===== src/rtl/adc_spi_pkg.sv =====
// Shared types and helpers for the MCP320x-class ADC scanner.
package adc_spi_pkg;

  typedef enum logic [1:0] {
    IDLE  = 2'd0,
    SHIFT = 2'd1,
    DONE  = 2'd2,
    GAP   = 2'd3
  } adc_state_e;

  // Channel-select field width for n channels (1..8).
  function automatic int unsigned ch_bits(int unsigned n);
    if (n <= 2)      return 1;
    else if (n <= 4) return 2;
    else             return 3;
  endfunction

  // SCK periods per frame: start, SGL, channel, MSBF, null, data.
  function automatic int unsigned frame_len(int unsigned chb, int unsigned res);
    return chb + 4 + res;
  endfunction

  // Command bit sent on MOSI at frame bit index idx.
  function automatic logic mosi_bit(int unsigned idx, int unsigned ch, int unsigned chb);
    logic b;
    b = 1'b0;
    if (idx == 0 || idx == 1 || idx == chb + 2)
      b = 1'b1;
    else if (idx >= 2 && idx <= chb + 1)
      b = ((ch >> (chb - 1 - (idx - 2))) & 1) != 0;
    return b;
  endfunction

endpackage


===== src/rtl/adc_spi_if.sv =====
// SPI pin bundle between the scanner (master) and the ADC (slave).
interface adc_spi_if;
  logic SPI_SCK;
  logic SPI_AD;
  logic SPI_DIN;
  logic SPI_DOUT;

  modport master (output SPI_SCK, output SPI_AD, output SPI_DIN, input SPI_DOUT);
  modport slave  (input SPI_SCK, input SPI_AD, input SPI_DIN, output SPI_DOUT);
endinterface


===== src/rtl/adc_iir_filter.sv =====
// Channel-multiplexed first-order IIR: y += (x - y) >>> AVG_SHIFT.
// The first sample per channel after reset loads the raw value.
module adc_iir_filter
  import adc_spi_pkg::*;
#(
  parameter int unsigned NUM_CH    = 2,
  parameter int unsigned RES       = 12,
  parameter int unsigned AVG_SHIFT = 2,
  parameter int unsigned CH_BITS   = 1
) (
  input  logic               clk,
  input  logic               rst_n,
  input  logic               upd,
  input  logic [CH_BITS-1:0] ch,
  input  logic [RES-1:0]     x,
  output logic [RES-1:0]     y
);

  logic [RES-1:0]    y_q [NUM_CH];
  logic [RES-1:0]    y_d [NUM_CH];
  logic [NUM_CH-1:0] primed_q, primed_d;

  logic [RES-1:0]    y_sel;
  logic              primed_sel;
  logic signed [RES:0] diff, step, sum;

  // Select the addressed channel's state and compute the filtered result.
  always_comb begin
    y_sel      = '0;
    primed_sel = 1'b0;
    for (int unsigned k = 0; k < NUM_CH; k++) begin
      if (ch == CH_BITS'(k)) begin
        y_sel      = y_q[k];
        primed_sel = primed_q[k];
      end
    end
    diff = $signed({1'b0, x}) - $signed({1'b0, y_sel});
    step = diff >>> AVG_SHIFT;
    sum  = $signed({1'b0, y_sel}) + step;
    y    = primed_sel ? sum[RES-1:0] : x;
  end

  // Commit the new result into the addressed channel on update.
  always_comb begin
    y_d      = y_q;
    primed_d = primed_q;
    if (upd) begin
      for (int unsigned k = 0; k < NUM_CH; k++) begin
        if (ch == CH_BITS'(k)) begin
          y_d[k]      = y;
          primed_d[k] = 1'b1;
        end
      end
    end
  end

  // Filter state registers.
  always_ff @(posedge clk) begin
    if (!rst_n) begin
      for (int unsigned k = 0; k < NUM_CH; k++) y_q[k] <= '0;
      primed_q <= '0;
    end else begin
      y_q      <= y_d;
      primed_q <= primed_d;
    end
  end

endmodule


===== src/rtl/adc_spi_scanner.sv =====
// SPI master scanning NUM_CH single-ended channels of an MCP320x-class ADC.
// Optional per-channel IIR smoothing when ADC_AVG_EN is defined.
module adc_spi_scanner
  import adc_spi_pkg::*;
#(
  parameter int unsigned NUM_CH  = 2,
  parameter int unsigned RES     = 12,
  parameter int unsigned SCK_DIV = 25,
  parameter int unsigned CS_IDLE = 50
`ifdef ADC_AVG_EN
  ,
  parameter int unsigned AVG_SHIFT = 2
`endif
) (
  input  logic                              CLK,
  input  logic                              RST_N,
  input  logic                              scan_en,
  adc_spi_if.master                         spi,
  output logic                              busy,
  output logic                              sample_valid,
  output logic [adc_spi_pkg::ch_bits(NUM_CH)-1:0] sample_ch,
  output logic [RES-1:0]                    sample_data,
  output logic [NUM_CH*RES-1:0]             ch_data
);

  localparam int unsigned CH_BITS   = ch_bits(NUM_CH);
  localparam int unsigned FRAME_LEN = frame_len(CH_BITS, RES);
  localparam int unsigned PH_W      = $clog2(SCK_DIV);
  localparam int unsigned BIT_W     = $clog2(FRAME_LEN);
  localparam int unsigned GAP_W     = (CS_IDLE > 1) ? $clog2(CS_IDLE) : 1;

  adc_state_e          state_q, state_d;
  logic [PH_W-1:0]     ph_q, ph_d;
  logic [BIT_W-1:0]    bit_q, bit_d;
  logic [GAP_W-1:0]    gap_q, gap_d;
  logic [CH_BITS-1:0]  ch_q, ch_d;
  logic [RES-1:0]      shreg_q, shreg_d;
  logic                sck_q, sck_d;
  logic                ad_q, ad_d;
  logic                din_q, din_d;
  logic                busy_q, busy_d;
  logic                valid_q, valid_d;
  logic [CH_BITS-1:0]  sample_ch_q, sample_ch_d;
  logic [RES-1:0]      sample_data_q, sample_data_d;
  logic [NUM_CH*RES-1:0] ch_data_q, ch_data_d;
  logic                miso_s1_q, miso_s2_q;

  logic                frame_end;
  logic [RES-1:0]      result;
  logic [CH_BITS-1:0]  ch_next;

  assign ch_next = (ch_q == CH_BITS'(NUM_CH - 1)) ? '0 : ch_q + 1'b1;

`ifdef ADC_AVG_EN
  adc_iir_filter #(
    .NUM_CH    (NUM_CH),
    .RES       (RES),
    .AVG_SHIFT (AVG_SHIFT),
    .CH_BITS   (CH_BITS)
  ) u_filter (
    .clk   (CLK),
    .rst_n (RST_N),
    .upd   (frame_end),
    .ch    (ch_q),
    .x     (shreg_q),
    .y     (result)
  );
`else
  assign result = shreg_q;
`endif

  // Next-state logic: frame sequencing, SCK generation, MOSI/MISO shifting.
  always_comb begin
    state_d       = state_q;
    ph_d          = ph_q;
    bit_d         = bit_q;
    gap_d         = gap_q;
    ch_d          = ch_q;
    shreg_d       = shreg_q;
    sck_d         = sck_q;
    ad_d          = ad_q;
    din_d         = din_q;
    busy_d        = busy_q;
    valid_d       = 1'b0;
    sample_ch_d   = sample_ch_q;
    sample_data_d = sample_data_q;
    ch_data_d     = ch_data_q;
    frame_end     = 1'b0;

    case (state_q)
      IDLE: begin
        if (scan_en) begin
          state_d = SHIFT;
          ad_d    = 1'b0;
          busy_d  = 1'b1;
          sck_d   = 1'b0;
          ph_d    = '0;
          bit_d   = '0;
          din_d   = mosi_bit(0, 32'(ch_q), CH_BITS);
        end
      end
      SHIFT: begin
        if (ph_q == PH_W'(SCK_DIV - 1)) begin
          ph_d = '0;
          if (!sck_q) begin
            sck_d   = 1'b1;
            shreg_d = {shreg_q[RES-2:0], miso_s2_q};
          end else if (bit_q == BIT_W'(FRAME_LEN - 1)) begin
            // Last data bit was captured on the preceding rise; publish now.
            frame_end     = 1'b1;
            state_d       = DONE;
            sck_d         = 1'b0;
            ad_d          = 1'b1;
            din_d         = 1'b0;
            valid_d       = 1'b1;
            sample_ch_d   = ch_q;
            sample_data_d = result;
            for (int unsigned k = 0; k < NUM_CH; k++) begin
              if (ch_q == CH_BITS'(k)) ch_data_d[k*RES +: RES] = result;
            end
            ch_d = ch_next;
          end else begin
            bit_d = bit_q + 1'b1;
            sck_d = 1'b0;
            din_d = mosi_bit(32'(bit_q) + 32'd1, 32'(ch_q), CH_BITS);
          end
        end else begin
          ph_d = ph_q + 1'b1;
        end
      end
      DONE: begin
        state_d = GAP;
        gap_d   = '0;
      end
      GAP: begin
        if (gap_q == GAP_W'(CS_IDLE - 1)) begin
          if (scan_en) begin
            state_d = SHIFT;
            ad_d    = 1'b0;
            sck_d   = 1'b0;
            ph_d    = '0;
            bit_d   = '0;
            din_d   = mosi_bit(0, 32'(ch_q), CH_BITS);
          end else begin
            state_d = IDLE;
            busy_d  = 1'b0;
          end
        end else begin
          gap_d = gap_q + 1'b1;
        end
      end
      default: state_d = IDLE;
    endcase
  end

  // State and registered-output flops with synchronous active-low reset.
  always_ff @(posedge CLK) begin
    if (!RST_N) begin
      state_q       <= IDLE;
      ph_q          <= '0;
      bit_q         <= '0;
      gap_q         <= '0;
      ch_q          <= '0;
      shreg_q       <= '0;
      sck_q         <= 1'b0;
      ad_q          <= 1'b1;
      din_q         <= 1'b0;
      busy_q        <= 1'b0;
      valid_q       <= 1'b0;
      sample_ch_q   <= '0;
      sample_data_q <= '0;
      ch_data_q     <= '0;
      miso_s1_q     <= 1'b0;
      miso_s2_q     <= 1'b0;
    end else begin
      state_q       <= state_d;
      ph_q          <= ph_d;
      bit_q         <= bit_d;
      gap_q         <= gap_d;
      ch_q          <= ch_d;
      shreg_q       <= shreg_d;
      sck_q         <= sck_d;
      ad_q          <= ad_d;
      din_q         <= din_d;
      busy_q        <= busy_d;
      valid_q       <= valid_d;
      sample_ch_q   <= sample_ch_d;
      sample_data_q <= sample_data_d;
      ch_data_q     <= ch_data_d;
      miso_s1_q     <= spi.SPI_DOUT;
      miso_s2_q     <= miso_s1_q;
    end
  end

  assign spi.SPI_SCK  = sck_q;
  assign spi.SPI_AD   = ad_q;
  assign spi.SPI_DIN  = din_q;
  assign busy         = busy_q;
  assign sample_valid = valid_q;
  assign sample_ch    = sample_ch_q;
  assign sample_data  = sample_data_q;
  assign ch_data      = ch_data_q;

endmodule


===== src/flat_wrapper.sv =====
// flat-port wrapper written by rule: the top's interface ports become plain ports
module adc_spi_scanner_flat import adc_spi_pkg::*;
#(
  parameter int unsigned NUM_CH  = 2,
  parameter int unsigned RES     = 12,
  parameter int unsigned SCK_DIV = 25,
  parameter int unsigned CS_IDLE = 50

)
  (CLK, RST_N, scan_en, busy, sample_valid, sample_ch, sample_data, ch_data, spi_SPI_SCK, spi_SPI_AD, spi_SPI_DIN, spi_SPI_DOUT);
  adc_spi_if spi_i ();
  input  logic CLK;
  input  logic RST_N;
  input  logic scan_en;
  output logic busy;
  output logic sample_valid;
  output logic [adc_spi_pkg::ch_bits(NUM_CH)-1:0] sample_ch;
  output logic [RES-1:0] sample_data;
  output logic [NUM_CH*RES-1:0] ch_data;
  output wire logic [$bits(spi_i.SPI_SCK)-1:0] spi_SPI_SCK;
  output wire logic [$bits(spi_i.SPI_AD)-1:0] spi_SPI_AD;
  output wire logic [$bits(spi_i.SPI_DIN)-1:0] spi_SPI_DIN;
  input wire logic [$bits(spi_i.SPI_DOUT)-1:0] spi_SPI_DOUT;
  assign spi_SPI_SCK = spi_i.SPI_SCK;
  assign spi_SPI_AD = spi_i.SPI_AD;
  assign spi_SPI_DIN = spi_i.SPI_DIN;
  assign spi_i.SPI_DOUT = spi_SPI_DOUT;
  adc_spi_scanner #(.NUM_CH(NUM_CH), .RES(RES), .SCK_DIV(SCK_DIV), .CS_IDLE(CS_IDLE)) u_core (.CLK(CLK), .RST_N(RST_N), .scan_en(scan_en), .spi(spi_i), .busy(busy), .sample_valid(sample_valid), .sample_ch(sample_ch), .sample_data(sample_data), .ch_data(ch_data));
endmodule

===== config.mk =====
export PLATFORM = sky130hd
export DESIGN_NAME = adc_spi_scanner_flat
export DESIGN_NICKNAME = d
export VERILOG_FILES = /design/src/rtl/adc_spi_pkg.sv /design/src/rtl/adc_spi_if.sv /design/src/rtl/adc_iir_filter.sv /design/src/rtl/adc_spi_scanner.sv /design/src/flat_wrapper.sv
export SDC_FILE = /design/constraint.sdc
export NUM_CORES = 1
export LEC_CHECK = 0
export ABC_AREA = 1
export BUFFER_PORTS_ARGS = -buffer_cell sky130_fd_sc_hd__buf_2
export CAP_MARGIN = 40
export CORE_ASPECT_RATIO = 1.2
export CORE_MARGIN = 8
export CORE_UTILIZATION = 35
export DETAILED_ROUTE_END_ITERATION = 8
export GPL_TIMING_DRIVEN = 0
export SETUP_SLACK_MARGIN = 0.02
export SKIP_LAST_GASP = 1
export SYNTH_ARGS = -nofsm -noshare
export SYNTH_HDL_FRONTEND = slang
export SYNTH_SLANG_ARGS = --single-unit
export TNS_END_PERCENT = 5

===== constraint.sdc =====
create_clock -name CLK -period 2.1 [get_ports CLK]
set_input_delay 0.21 -clock CLK [delete_from_list [all_inputs] [get_ports CLK]]
set_output_delay 0.21 -clock CLK [all_outputs]
set_load 0.005 [all_outputs]

==> metrics.md <==
| Metric | Value |
|---|---|
| Crit Path Category | `flop to flop` |
| DIE WIDTH | `108 microns` |
| IO Pins | `between 40 and 50` |
| Core Area | `about 10000 sq um` |
| Slowest-stage cell, CP | `dfxtp_4` |
| Family with the most delay on the worst path | `simple AND/OR/NAND/NOR gates` |
| ANT cells | `0` |
| Synth top area share | `between 40% and 50%` |
| NumNets Final | `between 500 and 600` |
| Root Buffer | `clkbuf_16` |
| Top cell type by total area after synthesis | `dfxtp_1` |
| Mapped Cells | `around 520` |
| Initial antenna violation count | `0` |
| Crit-path cells | `ha_4, nand3_2, nand2_2, nand4_1, a211oi_2, ha_1, nor2_2, nand3b_1, nor2_1, nand2_1, nand2_1, nand2_2, a21oi_2` |
| Worst setup EP type | `flop` |
| Worst path max stage delay | `~400 ps` |
| Die Ht | `127 microns` |
| Static Leak | `about 2.1 nW` |
| EDFF count, synth | `0` |
| Drt first pass iters | `4` |
| Minimum clock period | `between 1500 and 2000 ps` |
| Syn_area_per_cell | `6.92 sq um` |
| H-tree Lvls | `3` |
| Synth unique cells | `30` |
| Worst min path class | `input pin to flop` |
| Most numerous cell in the Yosys netlist | `nand2_1` |
| Remaining DRCs | `0` |
| Unrepaired setup endpoints after global routing | `yes` |
| CTS Sinks | `75` |
| Period utilization | `95.1%` |
| Top cells by count, synth | `124 x nand2_1, 92 x nor2_1, 75 x dfxtp_1` |
| Syn nets | `around 540` |
| Cell row count | `40` |
| Worst-path fanout max | `8` |
| Total CTS buffers | `9` |
| Max clock buf depth | `2` |
| Layout Area Growth over Synthesis | `21.4%` |
| Share of layout cells above drive strength 1 | `approximately 18%` |
| Slew HR | `between 60% and 70%` |
| Asr flop ratio synth | `0%` |
| Status | `completed` |
| Top_reg_cell synth | `dfxtp_1` |
| Vias | `roughly 3300` |
| Worst-skew pair later-pin latency | `approximately 340 ps` |
| Reg clk slew, reported paths | `about 60 ps` |
| Placer congestion estimate | `approximately 0.89` |
| Vias in the first global route | `around 3100` |
| CP Data Arrival Time | `roughly 2300 ps` |
| Grt ovf | `0` |
| Post-DRT Antenna Nets | `0` |
| Max cap viols | `0` |
| Setup Viol. Count Final | `0` |
| I/O Buffers | `44` |
| Routed Wire Length | `8960 microns` |
| Peak Freq | `roughly 500 MHz` |
| VDD IR max | `between 0.0006 and 0.0007 V` |
| Total GRT Usage | `between 10% and 20%` |
| Initial DRC Count | `89` |
| Ys Warns | `0` |
| Setup TNS | `0 ps` |
| CTS Hold Bufs | `0` |
| Power, Total | `about 0.0047 W` |
| Power Density | `~1100 nW/um^2` |
| Finished Core Util | `between 40% and 50%` |
| HPWL after detailed placement | `approximately 6500 microns` |
| Final Max Slew Viols | `0` |
| First-pass GRT wire length | `14700 microns` |
| Via-per-instance ratio | `roughly 4.6` |
| Wire per inst | `about 13 microns` |
| WP buf/inv | `0` |
| Worst-margin pin slew | `between 500 and 600 ps` |
| Post-Syn Area | `between 3000 and 4000 sq um` |
| CP Launch Type | `flop` |
| Register area share after synthesis | `42.0%` |
| Critical Path RT | `between 2000 and 2500 ps` |
| Hold Vio Cnt, Final | `0` |
| Worst Skew | `between 9 and 10 ps` |
| Largest net degree at the start of global routing | `17` |
| Register bit total from synthesis | `75` |
| Synth area leaders | `dfxtp_1 42%, nand2_1 13%, nor2_1 9.7%` |
| Number of fill cells in the layout | `1057` |
| Starting Density | `35.8%` |
| Die area | `13700 sq um` |
| CTS tree | `yes` |
==> layout make-up <==
type	count	area (sq um)	share of cell area, %
Buffer	20	96.3	2.22
Clock buffer	9	225	5.19
Clock inverter	7	65.1	1.50
Inverter	67	255	5.88
Multi-Input combinational cell	355	1780	40.9
Sequential cell	75	1510	34.8
Tap cell	126	158	3.63
Timing Repair Buffer	49	258	5.93
==> repair_timing <==
| item | CTS | global route |
|---|---|---|
| buffers inserted | 0 | 5 |
| hold endpoints to repair | 0 | 0 |
| gates resized for setup | 4 | 11 |
| pin swaps | 0 | 12 |
| endpoints found under the setup margin | 1 | 22 |
==> stage by stage <==
stage	setup WS, ps	cell area (sq um)	hold WS [ps]	instances
final	103	4340	85.5	708
after global routing	-115	4340	118	708
after CTS	32.8	4250	65.2	703
after detailed placement	-120	3960	413	687
after global placement	-106	3960	400	687
after floorplan	217	3580	308	517
==> worst register-to-register path, delay by kind of cell (launching register included) <==
family,cells,cell delay (ps)
AND/OR/NAND/NOR,9,730
adder cells (fa/ha/maj),2,440
flip-flops,1,400
AO/OA/AOI/OAI,2,360
==> worst paths after layout <==
| path | startpoint | endpoint | cells past startpoint | slack (ps) |
|---|---|---|---|---|
| hold reg to reg | u_core.miso_s1_q | u_core.miso_s2_q | 2 | 420 |
| setup / recovery | u_core.bit_q[1] | u_core.spi.SPI_DIN | 13 | 100 |
| setup reg to reg | u_core.bit_q[1] | u_core.spi.SPI_DIN | 13 | 100 |
| hold / removal | spi_SPI_DOUT | u_core.miso_s1_q | 3 | 90 |
==> kinds of logic after synthesis <==
kind of cell | synth area share [%]
adders and majority gates | 5.24
AOI/OAI and AO/OA | 8.46
xor gates and xnor gates | 0.245
and+or+nand+nor | 34.4
buffers and inverters | 9.72
DFF | 42.0
==> layer usage <==
metal	global-route usage [%]	vias to the layer above	wire, microns
met3	3.70	15	467
li1	-	1743	-
met1	15.4	1474	3910
met2	22.7	54	4430
met4	5.08	0	146
met5	0	-	0
==> power by group <==
group          switching, W  total [W]  internal (W)
clock              0.000668    0.00150      0.000829
combinational      0.000901    0.00149      0.000585
sequential         0.000144    0.00169       0.00155
total               0.00171    0.00468       0.00296
==> cells in the final DEF, fill, tap and decap left out, types with 4 or more instances in the layout <==
| master | count |
|---|---|
| nand2_1 | 122 |
| nor2_1 | 91 |
| dfxtp_1 | 72 |
| inv_1 | 60 |
| buf_2 | 49 |
| o21ai_0 | 30 |
| nand3_1 | 21 |
| nor3_1 | 19 |
| a21oi_1 | 18 |
| ha_1 | 13 |
| clkbuf_1 | 12 |
| nor3_2 | 9 |
| clkbuf_16 | 9 |
| nand4_1 | 5 |
| nand2_2 | 5 |
| buf_4 | 5 |
| inv_2 | 4 |
==> sequential cells by signal (all words and copies together), names as in the netlist, 2 cells and up <==
| signal | flops |
|---|---|
| u_core.sample_data | 12 |
| u_core.result | 12 |
| u_core.bit_q | 5 |
| u_core.ch_data | 24 |
| u_core.state_q | 2 |
| u_core.gap_q | 6 |
| u_core.ph_q | 5 |
No activity file was read; power rests on OpenSTA's default activity.
